==> src/rtl/alu_iterative_pkg.sv <==
// Shared types and encodings for the iterative integer execute unit
// (base ALU plus M-extension multiply/divide).
package alu_iterative_pkg;

  typedef enum logic [4:0] {
    ALU_FUNC_ADD,
    ALU_FUNC_SUB,
    ALU_FUNC_SLL,
    ALU_FUNC_SLT,
    ALU_FUNC_SLTU,
    ALU_FUNC_XOR,
    ALU_FUNC_SRL,
    ALU_FUNC_SRA,
    ALU_FUNC_OR,
    ALU_FUNC_AND,
    ALU_FUNC_SEQ,
    ALU_FUNC_MUL,
    ALU_FUNC_MULH,
    ALU_FUNC_MULHSU,
    ALU_FUNC_MULHU,
    ALU_FUNC_DIV,
    ALU_FUNC_DIVU,
    ALU_FUNC_REM,
    ALU_FUNC_REMU
  } alu_func_t;

  typedef enum logic [1:0] {
    IDLE,
    MUL,
    DIV,
    DONE
  } alu_state_t;

  localparam logic [6:0] OPC_OP     = 7'b0110011;
  localparam logic [6:0] OPC_OP_IMM = 7'b0010011;
  localparam logic [6:0] OPC_BRANCH = 7'b1100011;
  localparam logic [6:0] OPC_JALR   = 7'b1100111;

  localparam logic [6:0] FUNCT7_BASE   = 7'b0000000;
  localparam logic [6:0] FUNCT7_ALT    = 7'b0100000;
  localparam logic [6:0] FUNCT7_MULDIV = 7'b0000001;

  localparam logic [2:0] FUNCT3_MUL    = 3'b000;
  localparam logic [2:0] FUNCT3_MULH   = 3'b001;
  localparam logic [2:0] FUNCT3_MULHSU = 3'b010;
  localparam logic [2:0] FUNCT3_MULHU  = 3'b011;
  localparam logic [2:0] FUNCT3_DIV    = 3'b100;
  localparam logic [2:0] FUNCT3_DIVU   = 3'b101;
  localparam logic [2:0] FUNCT3_REM    = 3'b110;
  localparam logic [2:0] FUNCT3_REMU   = 3'b111;

  function automatic logic is_mul(input alu_func_t f);
    return (f == ALU_FUNC_MUL) || (f == ALU_FUNC_MULH) ||
           (f == ALU_FUNC_MULHSU) || (f == ALU_FUNC_MULHU);
  endfunction

  function automatic logic is_div(input alu_func_t f);
    return (f == ALU_FUNC_DIV) || (f == ALU_FUNC_DIVU) ||
           (f == ALU_FUNC_REM) || (f == ALU_FUNC_REMU);
  endfunction

endpackage

==> src/rtl/alu_iterative_decode_alu_m.sv <==
// Combinational decode of opcode/funct3/funct7 into an ALU function and an
// illegal flag; MULDIV encodings are only recognised when ENABLE_M != 0.
module decode_alu_m
  import alu_iterative_pkg::*;
#(
  parameter int XLEN     = 32,
  parameter int ENABLE_M = 1
) (
  input  logic [6:0] opcode_i,
  input  logic [2:0] funct3_i,
  input  logic [6:0] funct7_i,
  output alu_func_t  func_o,
  output logic       illegal_o
);

  logic [6:0] f7_shift;

  always_comb begin
    func_o    = ALU_FUNC_ADD;
    illegal_o = 1'b0;
    // On RV64 the low funct7 bit of an immediate shift is shamt[5].
    f7_shift  = (XLEN == 64) ? {funct7_i[6:1], 1'b0} : funct7_i;

    case (opcode_i)
      OPC_OP: begin
        if (funct7_i == FUNCT7_BASE) begin
          case (funct3_i)
            3'b000:  func_o = ALU_FUNC_ADD;
            3'b001:  func_o = ALU_FUNC_SLL;
            3'b010:  func_o = ALU_FUNC_SLT;
            3'b011:  func_o = ALU_FUNC_SLTU;
            3'b100:  func_o = ALU_FUNC_XOR;
            3'b101:  func_o = ALU_FUNC_SRL;
            3'b110:  func_o = ALU_FUNC_OR;
            default: func_o = ALU_FUNC_AND;
          endcase
        end else if (funct7_i == FUNCT7_ALT) begin
          case (funct3_i)
            3'b000:  func_o = ALU_FUNC_SUB;
            3'b101:  func_o = ALU_FUNC_SRA;
            default: illegal_o = 1'b1;
          endcase
        end else if ((funct7_i == FUNCT7_MULDIV) && (ENABLE_M != 0)) begin
          case (funct3_i)
            FUNCT3_MUL:    func_o = ALU_FUNC_MUL;
            FUNCT3_MULH:   func_o = ALU_FUNC_MULH;
            FUNCT3_MULHSU: func_o = ALU_FUNC_MULHSU;
            FUNCT3_MULHU:  func_o = ALU_FUNC_MULHU;
            FUNCT3_DIV:    func_o = ALU_FUNC_DIV;
            FUNCT3_DIVU:   func_o = ALU_FUNC_DIVU;
            FUNCT3_REM:    func_o = ALU_FUNC_REM;
            default:       func_o = ALU_FUNC_REMU;
          endcase
        end else begin
          illegal_o = 1'b1;
        end
      end
      OPC_OP_IMM: begin
        case (funct3_i)
          3'b000: func_o = ALU_FUNC_ADD;
          3'b010: func_o = ALU_FUNC_SLT;
          3'b011: func_o = ALU_FUNC_SLTU;
          3'b100: func_o = ALU_FUNC_XOR;
          3'b110: func_o = ALU_FUNC_OR;
          3'b111: func_o = ALU_FUNC_AND;
          3'b001: begin
            if (f7_shift == FUNCT7_BASE) func_o = ALU_FUNC_SLL;
            else                         illegal_o = 1'b1;
          end
          default: begin
            if (f7_shift == FUNCT7_BASE)     func_o = ALU_FUNC_SRL;
            else if (f7_shift == FUNCT7_ALT) func_o = ALU_FUNC_SRA;
            else                             illegal_o = 1'b1;
          end
        endcase
      end
      OPC_BRANCH: begin
        case (funct3_i)
          3'b000, 3'b001: func_o = ALU_FUNC_SEQ;
          3'b100, 3'b101: func_o = ALU_FUNC_SLT;
          3'b110, 3'b111: func_o = ALU_FUNC_SLTU;
          default:        illegal_o = 1'b1;
        endcase
      end
      OPC_JALR: begin
        if (funct3_i == 3'b000) func_o = ALU_FUNC_ADD;
        else                    illegal_o = 1'b1;
      end
      default: illegal_o = 1'b1;
    endcase
  end

endmodule

==> src/rtl/alu_iterative.sv <==
// Handshaked execute unit: single-cycle base ALU ops, XLEN-cycle shift-add
// multiply and XLEN-cycle restoring divide, one operation in flight.
module alu_iterative
  import alu_iterative_pkg::*;
#(
  parameter int XLEN     = 32,
  parameter int ENABLE_M = 1
) (
  input  logic            clk,
  input  logic            reset,
  input  logic            in_valid,
  output logic            in_ready,
  input  logic [6:0]      opcode,
  input  logic [2:0]      funct3,
  input  logic [6:0]      funct7,
  input  logic [XLEN-1:0] a,
  input  logic [XLEN-1:0] b,
  output logic            out_valid,
  input  logic            out_ready,
  output logic [XLEN-1:0] result,
  output logic            illegal
);

  localparam int SHW   = $clog2(XLEN);
  localparam int CNT_W = $clog2(XLEN + 1);
  localparam logic [XLEN-1:0] XMIN = {1'b1, {(XLEN-1){1'b0}}};
  localparam logic [XLEN-1:0] ONES = {XLEN{1'b1}};

  alu_state_t        state_q, state_d;
  logic [CNT_W-1:0]  cnt_q, cnt_d;
  logic [XLEN-1:0]   result_q, result_d;
  logic              illegal_q, illegal_d;
  // acc holds {hi, lo} of the product, or {remainder, dividend/quotient}.
  logic [2*XLEN-1:0] acc_q, acc_d;
  logic [XLEN-1:0]   opd_q, opd_d;
  alu_func_t         func_q, func_d;
  logic              neg_q, neg_d, rneg_q, rneg_d;

  alu_func_t         dec_func;
  logic              dec_illegal;
  logic              a_sgn, b_sgn;
  logic [XLEN-1:0]   mag_a, mag_b;

  logic [XLEN:0]     mul_sum;
  logic [2*XLEN-1:0] mul_next, mul_fin;
  logic [XLEN:0]     div_shift, div_diff;
  logic [2*XLEN-1:0] div_next;
  logic [XLEN-1:0]   div_quo, div_rem;

  decode_alu_m #(
    .XLEN     (XLEN),
    .ENABLE_M (ENABLE_M)
  ) u_decode (
    .opcode_i  (opcode),
    .funct3_i  (funct3),
    .funct7_i  (funct7),
    .func_o    (dec_func),
    .illegal_o (dec_illegal)
  );

  function automatic logic [XLEN-1:0] alu_basic(input alu_func_t f,
                                                input logic [XLEN-1:0] x,
                                                input logic [XLEN-1:0] y);
    logic [SHW-1:0] sh;
    sh = y[SHW-1:0];
    case (f)
      ALU_FUNC_ADD:  return x + y;
      ALU_FUNC_SUB:  return x - y;
      ALU_FUNC_SLL:  return x << sh;
      ALU_FUNC_SLT:  return {{(XLEN-1){1'b0}}, ($signed(x) < $signed(y))};
      ALU_FUNC_SLTU: return {{(XLEN-1){1'b0}}, (x < y)};
      ALU_FUNC_XOR:  return x ^ y;
      ALU_FUNC_SRL:  return x >> sh;
      ALU_FUNC_SRA:  return $unsigned($signed(x) >>> sh);
      ALU_FUNC_OR:   return x | y;
      ALU_FUNC_AND:  return x & y;
      ALU_FUNC_SEQ:  return {{(XLEN-1){1'b0}}, (x == y)};
      default:       return '0;
    endcase
  endfunction

  function automatic logic [XLEN-1:0] magnitude(input logic [XLEN-1:0] v,
                                                input logic sgn);
    return (sgn && v[XLEN-1]) ? -v : v;
  endfunction

  always_comb begin
    a_sgn = (dec_func == ALU_FUNC_MUL) || (dec_func == ALU_FUNC_MULH) ||
            (dec_func == ALU_FUNC_MULHSU) || (dec_func == ALU_FUNC_DIV) ||
            (dec_func == ALU_FUNC_REM);
    b_sgn = (dec_func == ALU_FUNC_MUL) || (dec_func == ALU_FUNC_MULH) ||
            (dec_func == ALU_FUNC_DIV) || (dec_func == ALU_FUNC_REM);
    mag_a = magnitude(a, a_sgn);
    mag_b = magnitude(b, b_sgn);
  end

  // One shift-add / one restoring-subtract step per cycle.
  always_comb begin
    mul_sum   = {1'b0, acc_q[2*XLEN-1:XLEN]} + (acc_q[0] ? {1'b0, opd_q} : '0);
    mul_next  = {mul_sum, acc_q[XLEN-1:1]};
    mul_fin   = neg_q ? -mul_next : mul_next;
    div_shift = {acc_q[2*XLEN-1:XLEN], acc_q[XLEN-1]};
    div_diff  = div_shift - {1'b0, opd_q};
    div_next  = div_diff[XLEN] ? {div_shift[XLEN-1:0], acc_q[XLEN-2:0], 1'b0}
                               : {div_diff[XLEN-1:0],  acc_q[XLEN-2:0], 1'b1};
    div_quo   = neg_q  ? -div_next[XLEN-1:0]      : div_next[XLEN-1:0];
    div_rem   = rneg_q ? -div_next[2*XLEN-1:XLEN] : div_next[2*XLEN-1:XLEN];
  end

  always_comb begin
    state_d   = state_q;
    cnt_d     = cnt_q;
    result_d  = result_q;
    illegal_d = illegal_q;
    acc_d     = acc_q;
    opd_d     = opd_q;
    func_d    = func_q;
    neg_d     = neg_q;
    rneg_d    = rneg_q;

    case (state_q)
      IDLE: begin
        if (in_valid) begin
          func_d    = dec_func;
          illegal_d = dec_illegal;
          state_d   = DONE;
          if (dec_illegal) begin
            result_d = '0;
          end else if (is_mul(dec_func)) begin
            acc_d   = {{XLEN{1'b0}}, mag_b};
            opd_d   = mag_a;
            neg_d   = (a_sgn & a[XLEN-1]) ^ (b_sgn & b[XLEN-1]);
            cnt_d   = CNT_W'(XLEN);
            state_d = MUL;
          end else if (is_div(dec_func)) begin
            if (b == '0) begin
              result_d = ((dec_func == ALU_FUNC_DIV) || (dec_func == ALU_FUNC_DIVU)) ? ONES : a;
            end else if (a_sgn && (a == XMIN) && (b == ONES)) begin
              result_d = (dec_func == ALU_FUNC_DIV) ? XMIN : '0;
            end else begin
              acc_d   = {{XLEN{1'b0}}, mag_a};
              opd_d   = mag_b;
              neg_d   = a_sgn & (a[XLEN-1] ^ b[XLEN-1]);
              rneg_d  = a_sgn & a[XLEN-1];
              cnt_d   = CNT_W'(XLEN);
              state_d = DIV;
            end
          end else begin
            result_d = alu_basic(dec_func, a, b);
          end
        end
      end
      MUL: begin
        acc_d = mul_next;
        cnt_d = cnt_q - CNT_W'(1);
        if (cnt_q == CNT_W'(1)) begin
          result_d = (func_q == ALU_FUNC_MUL) ? mul_fin[XLEN-1:0] : mul_fin[2*XLEN-1:XLEN];
          state_d  = DONE;
        end
      end
      DIV: begin
        acc_d = div_next;
        cnt_d = cnt_q - CNT_W'(1);
        if (cnt_q == CNT_W'(1)) begin
          result_d = ((func_q == ALU_FUNC_DIV) || (func_q == ALU_FUNC_DIVU)) ? div_quo : div_rem;
          state_d  = DONE;
        end
      end
      default: begin
        if (out_ready) state_d = IDLE;
      end
    endcase
  end

  always_ff @(posedge clk) begin
    if (reset) begin
      state_q   <= IDLE;
      cnt_q     <= '0;
      result_q  <= '0;
      illegal_q <= 1'b0;
    end else begin
      state_q   <= state_d;
      cnt_q     <= cnt_d;
      result_q  <= result_d;
      illegal_q <= illegal_d;
    end
  end

  always_ff @(posedge clk) begin
    acc_q  <= acc_d;
    opd_q  <= opd_d;
    func_q <= func_d;
    neg_q  <= neg_d;
    rneg_q <= rneg_d;
  end

  assign in_ready  = (state_q == IDLE);
  assign out_valid = (state_q == DONE);
  assign result    = result_q;
  assign illegal   = illegal_q;

endmodule

==> config.mk <==
export PLATFORM = sky130hd
export DESIGN_NAME = alu_iterative
export DESIGN_NICKNAME = d
export VERILOG_FILES = /design/src/rtl/alu_iterative_pkg.sv /design/src/rtl/alu_iterative_decode_alu_m.sv /design/src/rtl/alu_iterative.sv
export SDC_FILE = /design/constraint.sdc
export NUM_CORES = 1
export LEC_CHECK = 0
export CORE_MARGIN = 10
export CORE_UTILIZATION = 35
export CTS_CLUSTER_SIZE = 16
export DETAILED_ROUTE_END_ITERATION = 10
export REMOVE_ABC_BUFFERS = 1
export SYNTH_ARGS = -nofsm -noshare
export SYNTH_HDL_FRONTEND = slang
export SYNTH_HIERARCHICAL = 1
export SYNTH_SLANG_ARGS = --single-unit
==> constraint.sdc <==
create_clock -name clk -period 9.8 [get_ports clk]
set_input_delay 2.94 -clock clk [delete_from_list [all_inputs] [get_ports clk]]
set_output_delay 2.94 -clock clk [all_outputs]
set_load 0.03 [all_outputs]
# Word-level counts from Yosys, hierarchy flattened
# Index checks and enable logic that the tools add are counted.
# W data, S select, Z words.
# totals
regBits	144
latchBits	0
ramBits	0
romBits	0
input_bits	85
n_memories	0
# op_classes
add_sub_neg	10
mul	0
div	0
order_cmp	2
n_eq_ne	53
n_shift	3
muxes	75
n_bitwise	12
reduce_logical	38
# op_table
op	count
$mux W32	21
$mux W64	8
$pmux W32 S11	1
$pmux W64 S3	1
$neg A32 Y32	4
$pmux W32 S3	1
$pmux W5 S7	2
$eq A32 B32 Y1 const B	2
$lt A32 B32 Y1	2
$neg A64 Y64	1
$eq A5 B4 Y1 const B	10
$mux W6	6
$add A32 B32 Y33	1
$sub A33 B32 Y33	1
$add A32 B32 Y32	1
$and A32 B32 Y32	1
$eq A32 B32 Y1	1
$logic_not A32 Y1	1
$or A32 B32 Y32	1
$shl A32 B5 Y32	1
$shr A32 B5 Y32	1
$sshr A32 B5 Y32	1
$sub A32 B32 Y32	1
$xor A32 B32 Y32	1
49 further kinds	122

# Longest topological paths before layout
# depth
ltp_word	20
mapped_depth	27
depth_no_buf	25

# Hierarchy
# Netlist, hierarchy kept.
# modules_own_cells
module	instances	cells_per_inst	area_each_um2	seq_area_each_um2
alu_iterative	1	3557	25548.3	3913.8
decode_alu_m	1	73	501.7	0.0

# Worst setup path before layout
# OpenSTA, ideal clock, no wires.
# synth_path
path_kind	in2reg
start	in b[0]
end	reg cnt_q[2]
setup_ps	112
arrival_ps	10230
path_slack_ps	-542
stages	17
n_path_buf	4
path_cell_list	buf_1 > clkbuf_1 > buf_2 > clkinv_1 > clkbuf_1 > ha_1 > or3b_2 > or4_1 > nor4_1 > a31oi_1 > a21bo_2 > a21oi_1 > nand2_1 > a21oi_1 > and2_1 > a21oi_1 > a311oi_1
# synth_via
elab_chain_cells	4
# synth_lines
element	line_no	source
start: declaration	alu_iterative.sv:17	input logic [XLEN-1:0] b,
$eq A32 B32 Y1	alu_iterative.sv:138	end else if (a_sgn && (a == XMIN) && (b == ONES)) begin
$logic_and A1 B1 Y1	alu_iterative.sv:138	
$ne A3 B3 Y1 (no source line)	--	
$reduce_and A6 Y1 (no source line) *	--	
end signal: assignment	alu_iterative.sv:183	cnt_q <= cnt_d;
end: declaration	alu_iterative.sv:30	logic [CNT_W-1:0] cnt_q, cnt_d;
# Mark *: on every way between the ends. The rest lies on a longest branch, timed or not.
# A chain may end at the register's enable or synchronous reset.

# Final worst setup path
# layout_path
start	in funct7[1]
end	reg result_q[30], in the netlist result[30]
# layout_via
elab_chain_cells	14
# layout_lines
element	line_no	source
start: declaration	alu_iterative.sv:15	input logic [6:0] funct7,
$eq A7 B1 Y1	alu_iterative_decode_alu_m.sv:43	end else if ((funct7_i == FUNCT7_MULDIV) && (ENABLE_M != 0)) begin
$mux W5	alu_iterative_decode_alu_m.sv:43	
$mux W5	alu_iterative_decode_alu_m.sv:37	end else if (funct7_i == FUNCT7_ALT) begin
$mux W5 *	alu_iterative_decode_alu_m.sv:26	if (funct7_i == FUNCT7_BASE) begin
$pmux W5 S3 *	alu_iterative_decode_alu_m.sv:24	case (opcode_i)
named net dec_func[3]	alu_iterative.sv:39	alu_func_t dec_func;
$eq A5 B4 Y1, or another cell as far along	alu_iterative_pkg.sv:58, alu_iterative.sv:89, alu_iterative.sv:137	
$logic_or A1 B1 Y1 (on tied branches)	--	
$mux W32, or another cell as far along	alu_iterative.sv:137	result_d = ((dec_func == ALU_FUNC_DIV) || (dec_func == ALU_FUNC_DIVU)) ? ONES : a;
$mux W32, or another cell as far along	alu_iterative.sv:136	if (b == '0) begin
$mux W32 or $logic_or A1 B1 Y1 (tied branches)	alu_iterative.sv:135, alu_iterative.sv:89	
$mux W32 or $logic_and A1 B1 Y1 (tied branches)	alu_iterative.sv:129, alu_iterative.sv:138	
$mux W32 or $logic_and A1 B1 Y1 (tied branches)	alu_iterative.sv:127, alu_iterative.sv:138	
$mux W32 or $ne A5 B3 Y1 (tied branches)	--	
$pmux W32 S3 or $reduce_and A6 Y1 (tied branches)	--	
end signal: assignment	alu_iterative.sv:184	result_q <= result_d;
end: declaration	alu_iterative.sv:31	logic [XLEN-1:0] result_q, result_d;
# Mark *: on every way through the listed nets, which the timed path passes. The rest lies on a longest branch. The select of a mux whose other input is x is not followed.

==> flow_summary.yaml <==
global_routing:
  grt_overflow: 0
  grt_max_degree: 68
  antenna_found_initial: 1
  track_usage_pct: 27.5
  grt_pass1_wl_um: 182000
  first_global_vias: 27600
clock_tree:
  cts.sinks: 144
  cts_resized: 0
  postCtsSetupRepairBufs: 0
  cts_hold_buffers: 0
  h-tree-depth: 4
  clk_pin_slew_ns: 0.07
  clockBufferDepth: 2
  cts_buffers: 17
  clock_latency_ns: 0.46
  cts-root-buf: "clkbuf_16"
  tritoncts: "yes"
logic_synthesis:
  synth_edf_count: 103
  async_flop_share_pct: 0
  yosysTopAreaCellShare_pct: 11.9
  post-synth-top-area-cell: "edfxtp_1"
  yosysWarnings: 6
  synth_cell_types: 104
  synth_area_sq_um: 26000
  synth-seq-cells: 144
  avgSynthCellArea_sq_um: 7.18
  synth_area_leaders: "edfxtp_1, ha_1, nor2_1"
  ys_seq_area_share_pct: 15.0
  netlist_instances: 3630
  synth-main-ff-cell: "edfxtp_1"
sta:
  skew_ns: 0.0126
  final_hold_viol_count: 0
  setup_viol_count_final: 0
  worst_slew_pin_slew_ns: 1.13
  slew_headroom_pct: 24.1
  clock.fmax_ghz: 0.121
  post-route-min-period_ns: 8.24
  setup_tns_ns: 0
  rsz0062_at_grt: "no"
  slew_viol_final: 0
  post-route-period-util_pct: 84.0
finish:
  final_cell_mix: "nor2_1, nand2_1, a21oi_1, o21ai_0, ha_1"
  multi_input_area_sq_um: 20500
  drive_above_1_share_pct: 7.16
  stdcell_area_sq_um: 28700
  area_growth_pct: 10.1
  antenna_cells: 0
  fillers: 7798
  final_common_cell: "nor2_1"
  nets: 3836
  seqCellArea_sq_um: 3910
power_and_ir_drop:
  leakage_nw: 10.4
  ir_drop_uv: 144
  power_density_nw_per_um2: 250
route:
  drt-total-wl_um: 124000
  vias: 29400
  drt_iter0_markers: 3731
  drc: 0
  postRouteAntennaNets: 0
  firstDrtPassIters: 6
  viasPerCell: 6.47
  routedWlPerCell_um: 27.3
critical_path:
  startpoint: "funct7[1]"
  r2r-start: "acc_q[31]"
  start_kind: "input pin"
  critPathKind: "input pin to flop"
  crit_arrival_ns: 8.63
  cp-end-kind: "flop"
  critical_path.max_fanout: 18
  critPathRequiredTime_ns: 10.19
  reg2reg_depth: 24
floorplan:
  die_w_um: 293
  io_pins: 120
  coreArea_sq_um: 73300
  initial_core_util_pct: 35.5
  num_rows: 99
  die_h_um: 293
  dieArea_sq_um: 85700
hold_path:
  hold_depth: 2
  min_path_type: "flop to flop"
  min_from: "illegal"
place:
  port_buffers: 119
  gp_congestion: 1.09
  dp_hpwl_um: 97600
  placed_area_sq_um: 28100
run:
  drv_cap: 0
outcome:
  status: "completed"
-- cell families (layout without fill, tap and decap cells) --
kind of cell | after synthesis | after routing | share of synthesized area (%)
XOR/XNOR | 216 | 216 | 7.26
AO/OA/AOI/OAI | 1241 | 1241 | 31.6
adder cells (fa/ha/maj) | 177 | 177 | 8.62
flip-flops | 144 | 144 | 15.0
multiplexers | 148 | 148 | 8.25
AND/OR/NAND/NOR | 1258 | 1258 | 22.8
buffers and inverters | 446 | 403 | 6.51
-- cell usage after synthesis (20+ instances only) --
cell and instances:
nand2b_1 28, o21bai_1 27, nor2_1 403, xor2_1 63
o21ai_1 22, a21o_1 44, o21a_1 21, and3_1 22
and2_1 31, a211oi_1 50, nand4_1 38, o221ai_1 27
a221o_1 20, nor3_1 102, mux2i_1 83, edfxtp_1 103
inv_1 156, dfxtp_1 41, o22ai_1 26, nand2_1 377
nor4_1 34, a21oi_1 296, or3_1 47, xnor2_1 153
a221oi_1 66, o21ai_0 263, a22oi_1 45, nand3_1 63
o211ai_1 67, mux4_2 52, a31oi_1 39, buf_1 35
ha_1 173, o31ai_1 60, clkbuf_1 238
-- state kept, by name, indices dropped and copies added, names as in the netlist --
signal / cells
neg_q: 1
func_q: 5
cnt_q: 6
acc_q: 64
illegal: 1
state_q: 2
rneg_q: 1
opd_q: 32
result: 32
-- where the power goes --
group | switching [mW] | internal, mW | total [mW] | leakage, nW
clock | 0.294 | 0.403 | 0.697 | 0.286
sequential | 0.339 | 0.974 | 1.31 | 1.32
combinational | 3.43 | 1.72 | 5.15 | 8.82
-- final timing paths --
kind | endpoint | slack (ns)
worst max register to register | result[28] | 2.17
worst min-delay path | illegal | 0.46
worst min register to register | illegal | 0.46
worst max-delay path | result[30] | 1.56
-- stage by stage --
| step | setup WS [ns] | total power [mW] | hold WS [ns] | std cells | utilization, % |
|---|---|---|---|---|---|
| after detailed placement | 1.25 | 6.29 | 0.452 | 4514 | 38.3 |
| after floorplan | -0.661 | 4.63 | 0.454 | 3347 | - |
| after CTS | 1.69 | 7.02 | 0.463 | 4546 | 39.1 |
| after global routing | 1.21 | 7.63 | 0.513 | 4546 | 39.1 |
| final | 1.56 | 7.16 | 0.463 | 4546 | 39.1 |
| after global placement | 1.41 | 6.30 | 0.452 | 4514 | 38.3 |
-- metal layers --
layer | vias to the layer above | wire (um) | global-route usage [%] | part of all wire, %
met3 | 291 | 11000 | 4.09 | 8.9
met5 | - | 17 | 0 | 0.014
met2 | 1629 | 55100 | 43.7 | 44
li1 | 13400 | - | - | -
met1 | 14100 | 51100 | 35.8 | 41
met4 | 2 | 6820 | 14.2 | 5.5
-- cell type report --
class	instances	area share [%]
multi-input cells	3040	71.5
flip-flops and latches	144	13.6
repair buffers	208	6.43
well taps	959	4.18
inverters	163	2.13
clock buffers	17	1.48
clock inverters	15	0.641
-- worst max-delay path: stages --
cell and delay [ns]:
clkdlybuf4s50_1 0.40, or4_4 0.58, nor2_4 0.12, nand3_4 0.13, o32ai_2 0.70, nand2b_1 0.40, nor2_1 0.28, nor2_1 0.13
nor4_1 0.32, a21bo_2 0.27, a21o_1 0.56, buf_4 0.36, and3_1 0.70, o21ai_0 0.24, or3_1 0.41, nand4_1 0.07
No activity file was read; power rests on OpenSTA's default activity.
